`config.mk`:
```
export PLATFORM = sky130hd
export DESIGN_NAME = flow_scheduler
export DESIGN_NICKNAME = d
export VERILOG_FILES = /design/src/rtl/flow_scheduler.sv
export SDC_FILE = /design/constraint.sdc
export NUM_CORES = 1
export LEC_CHECK = 0
export CAP_MARGIN = 10
export CORE_MARGIN = 10
export CORE_UTILIZATION = 55
export CTS_CLUSTER_DIAMETER = 40
export DETAILED_ROUTE_END_ITERATION = 10
export HOLD_SLACK_MARGIN = 0.02
export PLACE_DENSITY = 0.77
export SETUP_SLACK_MARGIN = 0.4
export SYNTH_ARGS = -nofsm -noshare
export SYNTH_HDL_FRONTEND = slang
export SYNTH_SLANG_ARGS = --single-unit
```
`constraint.sdc`:
```
create_clock -name clk -period 12.7 [get_ports clk]
set_input_delay 3.175 -clock clk [delete_from_list [all_inputs] [get_ports clk]]
set_output_delay 3.175 -clock clk [all_outputs]
set_load 0.1 [all_outputs]
```
`src/rtl/flow_scheduler.sv`:
```
// flow_scheduler: credit-based round-robin packet scheduler.
// Each flow accrues 16.16 fixed-point byte credit every enabled cycle, capped at
// BURST packets. A flow is offered when its credit covers one packet. The offer is
// held until the downstream side accepts it.
// Optional feature: define FLOW_SCHED_STATS_EN to add per-flow grant counters
// on the grant_count output.
module flow_scheduler #(
  parameter int unsigned           N_FLOWS    = 4,
  parameter logic [N_FLOWS*32-1:0] INCREMENTS = {4{32'h0000_1000}},
  parameter logic [N_FLOWS*11-1:0] SIZES      = {4{11'd192}},
  parameter int unsigned           BURST      = 2,
  localparam int unsigned          FLOW_W     = (N_FLOWS > 1) ? $clog2(N_FLOWS) : 1
) (
  input  logic              clk,
  input  logic              rst,
  input  logic              enable,
  output logic              sched_valid,
  input  logic              sched_ready,
  output logic [FLOW_W-1:0] sched_flow,
  output logic [10:0]       sched_size
`ifdef FLOW_SCHED_STATS_EN
  ,
  output logic [N_FLOWS*32-1:0] grant_count
`endif
);

  typedef enum logic {IDLE = 1'b0, OFFER = 1'b1} state_e;

  state_e            state_q, state_d;
  logic [FLOW_W-1:0] rr_ptr_q, rr_ptr_d;
  logic [FLOW_W-1:0] sched_flow_q, sched_flow_d;
  logic [10:0]       sched_size_q, sched_size_d;
  logic [31:0]       credit_q [N_FLOWS];
  logic [31:0]       credit_d [N_FLOWS];

  logic [31:0]        inc_w  [N_FLOWS];
  logic [10:0]        size_w [N_FLOWS];
  logic [31:0]        need_w [N_FLOWS];
  logic [33:0]        cap_w  [N_FLOWS];
  logic [33:0]        acc    [N_FLOWS];
  logic [N_FLOWS-1:0] elig;
  logic               handshake;

  logic [FLOW_W:0]   idx;
  logic              found;
  logic [FLOW_W-1:0] pick;

  assign handshake   = (state_q == OFFER) && sched_ready;
  assign sched_valid = (state_q == OFFER);
  assign sched_flow  = sched_flow_q;
  assign sched_size  = sched_size_q;

  // Unpack per-flow constants and derive eligibility from the registered credit.
  always_comb begin
    for (int i = 0; i < N_FLOWS; i++) begin
      inc_w[i]  = INCREMENTS[i*32 +: 32];
      size_w[i] = SIZES[i*11 +: 11];
      need_w[i] = {5'd0, size_w[i], 16'd0};
      cap_w[i]  = 34'(BURST) * {2'd0, need_w[i]};
      elig[i]   = (credit_q[i] >= need_w[i]);
    end
  end

  // Next credit: add increment, subtract a granted packet, clamp at the cap.
  // Two headroom bits keep the sum from wrapping before the clamp.
  always_comb begin
    for (int i = 0; i < N_FLOWS; i++) begin
      acc[i] = {2'b00, credit_q[i]};
      if (enable) begin
        acc[i] = acc[i] + {2'b00, inc_w[i]};
      end
      if (handshake && (sched_flow_q == FLOW_W'(i))) begin
        acc[i] = acc[i] - {2'b00, need_w[i]};
      end
      credit_d[i] = (acc[i] > cap_w[i]) ? cap_w[i][31:0] : acc[i][31:0];
    end
  end

  // Round-robin search from rr_ptr_q, wrapping modulo N_FLOWS; first eligible wins.
  // NOTE: every combinational output gets a default before any branch so no latch is inferred.
  always_comb begin
    found = 1'b0;
    pick  = '0;
    idx   = '0;
    for (int k = 0; k < N_FLOWS; k++) begin
      idx = {1'b0, rr_ptr_q} + (FLOW_W+1)'(k);
      if (idx >= (FLOW_W+1)'(N_FLOWS)) begin
        idx = idx - (FLOW_W+1)'(N_FLOWS);
      end
      if (!found && elig[idx[FLOW_W-1:0]]) begin
        found = 1'b1;
        pick  = idx[FLOW_W-1:0];
      end
    end
  end

  // FSM next state: start an offer from IDLE, hold it in OFFER until accepted.
  always_comb begin
    state_d      = state_q;
    rr_ptr_d     = rr_ptr_q;
    sched_flow_d = sched_flow_q;
    sched_size_d = sched_size_q;
    case (state_q)
      IDLE: begin
        if (enable && found) begin
          state_d      = OFFER;
          sched_flow_d = pick;
          sched_size_d = size_w[pick];
        end
      end
      OFFER: begin
        if (sched_ready) begin
          state_d  = IDLE;
          rr_ptr_d = (sched_flow_q == FLOW_W'(N_FLOWS - 1)) ? '0 : sched_flow_q + 1'b1;
        end
      end
      default: state_d = IDLE;
    endcase
  end

  // State, offer and credit registers with synchronous reset.
  // NOTE: sequential state uses non-blocking assignments so every flop samples pre-edge values.
  // NOTE: the credit array is reset explicitly because eligibility reads it directly.
  always_ff @(posedge clk) begin
    if (rst) begin
      state_q      <= IDLE;
      rr_ptr_q     <= '0;
      sched_flow_q <= '0;
      sched_size_q <= '0;
      for (int i = 0; i < N_FLOWS; i++) begin
        credit_q[i] <= '0;
      end
    end else begin
      state_q      <= state_d;
      rr_ptr_q     <= rr_ptr_d;
      sched_flow_q <= sched_flow_d;
      sched_size_q <= sched_size_d;
      for (int i = 0; i < N_FLOWS; i++) begin
        credit_q[i] <= credit_d[i];
      end
    end
  end

`ifdef FLOW_SCHED_STATS_EN
  logic [31:0] grant_q [N_FLOWS];
  logic [31:0] grant_d [N_FLOWS];

  // Per-flow handshake count; wraps naturally at 2^32.
  always_comb begin
    for (int i = 0; i < N_FLOWS; i++) begin
      grant_d[i] = grant_q[i];
      if (handshake && (sched_flow_q == FLOW_W'(i))) begin
        grant_d[i] = grant_q[i] + 32'd1;
      end
    end
  end

  // Grant counter registers, cleared by reset.
  always_ff @(posedge clk) begin
    for (int i = 0; i < N_FLOWS; i++) begin
      if (rst) begin
        grant_q[i] <= '0;
      end else begin
        grant_q[i] <= grant_d[i];
      end
    end
  end

  for (genvar g = 0; g < N_FLOWS; g++) begin : g_grant_out
    assign grant_count[g*32 +: 32] = grant_q[g];
  end
`endif

endmodule

```
==> metrics.cfg <==
[synthesis]
avgSynthCellArea_um2=8.19
syn_area_um2=5510
synth_top_area_cell=dfxtp_1
synthMuxAreaShare=0.0257
synth_fa_ha_area_frac=0.0363
synth-xor-area-share=0.119
async_flop_share=0
seq_area_frac_synth=0.312
synth-seq-cells=86
yosys_warnings=0
synthDistinctLibCells=76
synth_simple_gate_area_frac=0.302
synth-edff-count=0
ys.flop_type=dfxtp_1
synth_cells=673
synth_top_family_by_area=simple AND/OR/NAND/NOR gates
yosys-top-cells-count=dfxtp_1, nor2_1, xnor2_1
synth.most_common_cell=dfxtp_1
synthTopCellsByArea=dfxtp_1, xnor2_1, nor2_1
synth_top_area_frac=0.312
synth_compound_area_frac=0.146

[place]
place_area_um2=5700
port_buffers=8
dpl.hpwl_um=8650
gp_congestion=0.899

[floorplan]
die_area_um2=14400
die_w_um=120
die_h_um=120
num_io_pins=18
num_rows=36
coreArea_um2=9770
start_util=0.564

[clock_network]
ctsLongestPathBuffers=2
clock-sinks=86
insertion_delay_ns=0.38
cts_root_buf=clkbuf_8
cts_setup_buffers=0
numCtsBuffers=9
tritoncts=done
cts_hold_buf=0
post_cts_resize_count=0
clk_pin_slew_worst_paths_ns=0.08
cts.htree.levels=3

[timing]
slew_violations=0
setup_tns_ns=0
fmax_mhz=143
rsz0062_at_grt=false
tightest_slew_ns=1.05
finalCritPeriodShare=0.550
fin_crit_ns=6.99
slew_headroom=0.294
whs_ns=0.484
hold_viol=0
setup_violations=0
clock_skew_ns=0.0102

[power_and_ir_drop]
ir_drop_v=0.0000623
power_frac_comb=0.097
swShare=0.274
power_switching_mw=0.147
power_frac_clock=0.370
pwr-share-seq=0.532
intPower_mw=0.388
powerDensity_nw_per_um2=90.7
finalPower_mw=0.535
p_leak_nw=2.01

[route]
routed_wl_um=11900
routedWlPerCell_um=14.3
drtPass1Iterations=7
ant_nets=0
drc_errors=0
drt_iter0_markers=323
viasPerCell=5.81
num_vias=4807

[critical_path]
path_cells=clkdlybuf4s50_1 > buf_4 > nand3_2 > nor3_1 > xnor2_1 > ha_1 > xnor3_1 > nand4_1 > a32oi_1 > or4_4 > or4_4 > nor3_1
slowest_stage=or4_4
path_delay_family=simple AND/OR/NAND/NOR gates
endpoint_kind=register
rrSetupSlack_ns=8.60
cp_max_fo=36
cp.required_ns=13.00
start_kind=input port
critPathArrivalTime_ns=7.29
cpPeakStageDelay_ns=0.68
critical_path_class=in -> reg
worstPathBufferInverterCount=2

[global_route]
antenna_found_initial=0
grt_pass1_wl_um=20300
grtUsageTotal=0.165
grt_max_degree=37
grt_pass1_vias=4565
grt_overflow=0

[layout]
fin_area_um2=5900
antenna-diode-count=0
nFillCells=899
area.growth.synth_to_final_pct=7.04
final_nets=709
layout-drive-gt1-share=0.0663

[outcome]
status=finished clean

[run]
drv_cap=0

[hold_path]
hp-class=reg -> reg

power by group through the flow:
stage               logic (mW)  clock network, mW  registers [mW]
floorplan               0.0433                  0           0.292
global placement        0.0506                  0           0.291
detailed placement      0.0516                  0           0.291
CTS                     0.0519              0.205           0.285
global route            0.0564              0.216           0.286
finish                  0.0522              0.198           0.285
stage by stage:
step	util	setup WS (ns)	std cells
finish	0.604	5.71	827
global route	0.604	5.37	827
CTS	0.604	5.73	827
floorplan	-	6.40	709
detailed placement	0.583	5.34	811
global placement	0.583	5.40	811
area by class of cell:
cell class,count,area (µm²),area share
Clock buffer,11,141,0.0240
Clock inverter,5,57.6,0.00976
Inverter,28,105,0.0178
Multi-Input combinational cell,554,3610,0.612
Sequential cell,86,1720,0.292
Tap cell,133,166,0.0282
Timing Repair Buffer,10,95.1,0.0161
worst reg2reg max path, cell delays in order, from the launching register on:
cell     delay, ns
dfxtp_1       0.46
ha_1          0.32
nand3_2       0.23
nor3_1        0.50
xnor2_1       0.24
ha_1          0.32
xnor3_1       0.34
nand4_1       0.10
a32oi_1       0.08
or4_4         0.55
or4_4         0.68
nor3_1        0.19
cell families after synthesis:
kind of cell	after synthesis
and+or+nand+nor	303
AOI/OAI and AO/OA	112
DFF	86
xor gates and xnor gates	72
buffers and inverters	69
adders and majority gates	16
muxes	14
other	1
sequential cells by signal, summed over array words and instances, names as in the netlist:
signal       flops
credit_q        80
rr_ptr_q         2
sched_flow       2
sched_size       1
sched_valid      1
layer usage:
metal,up-vias,global-route usage,wire length [µm]
met3,18,0.0553,572
li1,2433,-,-
met1,2262,0.188,5340
met5,-,0,0
met2,94,0.285,5760
met4,0,0.0505,193
worst paths after layout:
kind | startpoint | to | cells past startpoint
max | enable | credit_q[3][12]$_SDFF_PP0_ | 12
min | sched_size[6]$_SDFFE_PP0P_ | sched_size[6]$_SDFFE_PP0P_ | 2
max reg2reg | credit_q[3][12]$_SDFF_PP0_ | credit_q[3][12]$_SDFF_PP0_ | 11
min reg2reg | sched_size[6]$_SDFFE_PP0P_ | sched_size[6]$_SDFFE_PP0P_ | 2
cell usage in the layout (no fill, tap or decap), drive strengths merged, types with 4 or more instances in the layout:
cell type / Yosys / routed
nand4: 26 / 26
or3: 6 / 6
or4: 5 / 5
a211oi: 7 / 7
xnor2: 42 / 42
a2111oi: 4 / 4
ha: 16 / 16
a31oi: 10 / 10
nand2b: 4 / 4
and3: 16 / 16
clkbuf: 22 / 11
xor2: 28 / 28
o211ai: 4 / 4
o21a: 4 / 4
or2: 6 / 6
and2: 9 / 9
nand2: 41 / 41
a21oi: 23 / 23
mux2i: 13 / 13
nor4: 25 / 25
dfxtp: 86 / 86
and4: 8 / 8
nor2: 68 / 68
inv: 28 / 29
nand3: 35 / 35
clkdlybuf4s50: 0 / 8
nor3: 40 / 40
conb: 1 / 37
o21ai: 18 / 18
(Power assumes the default switching activity.)
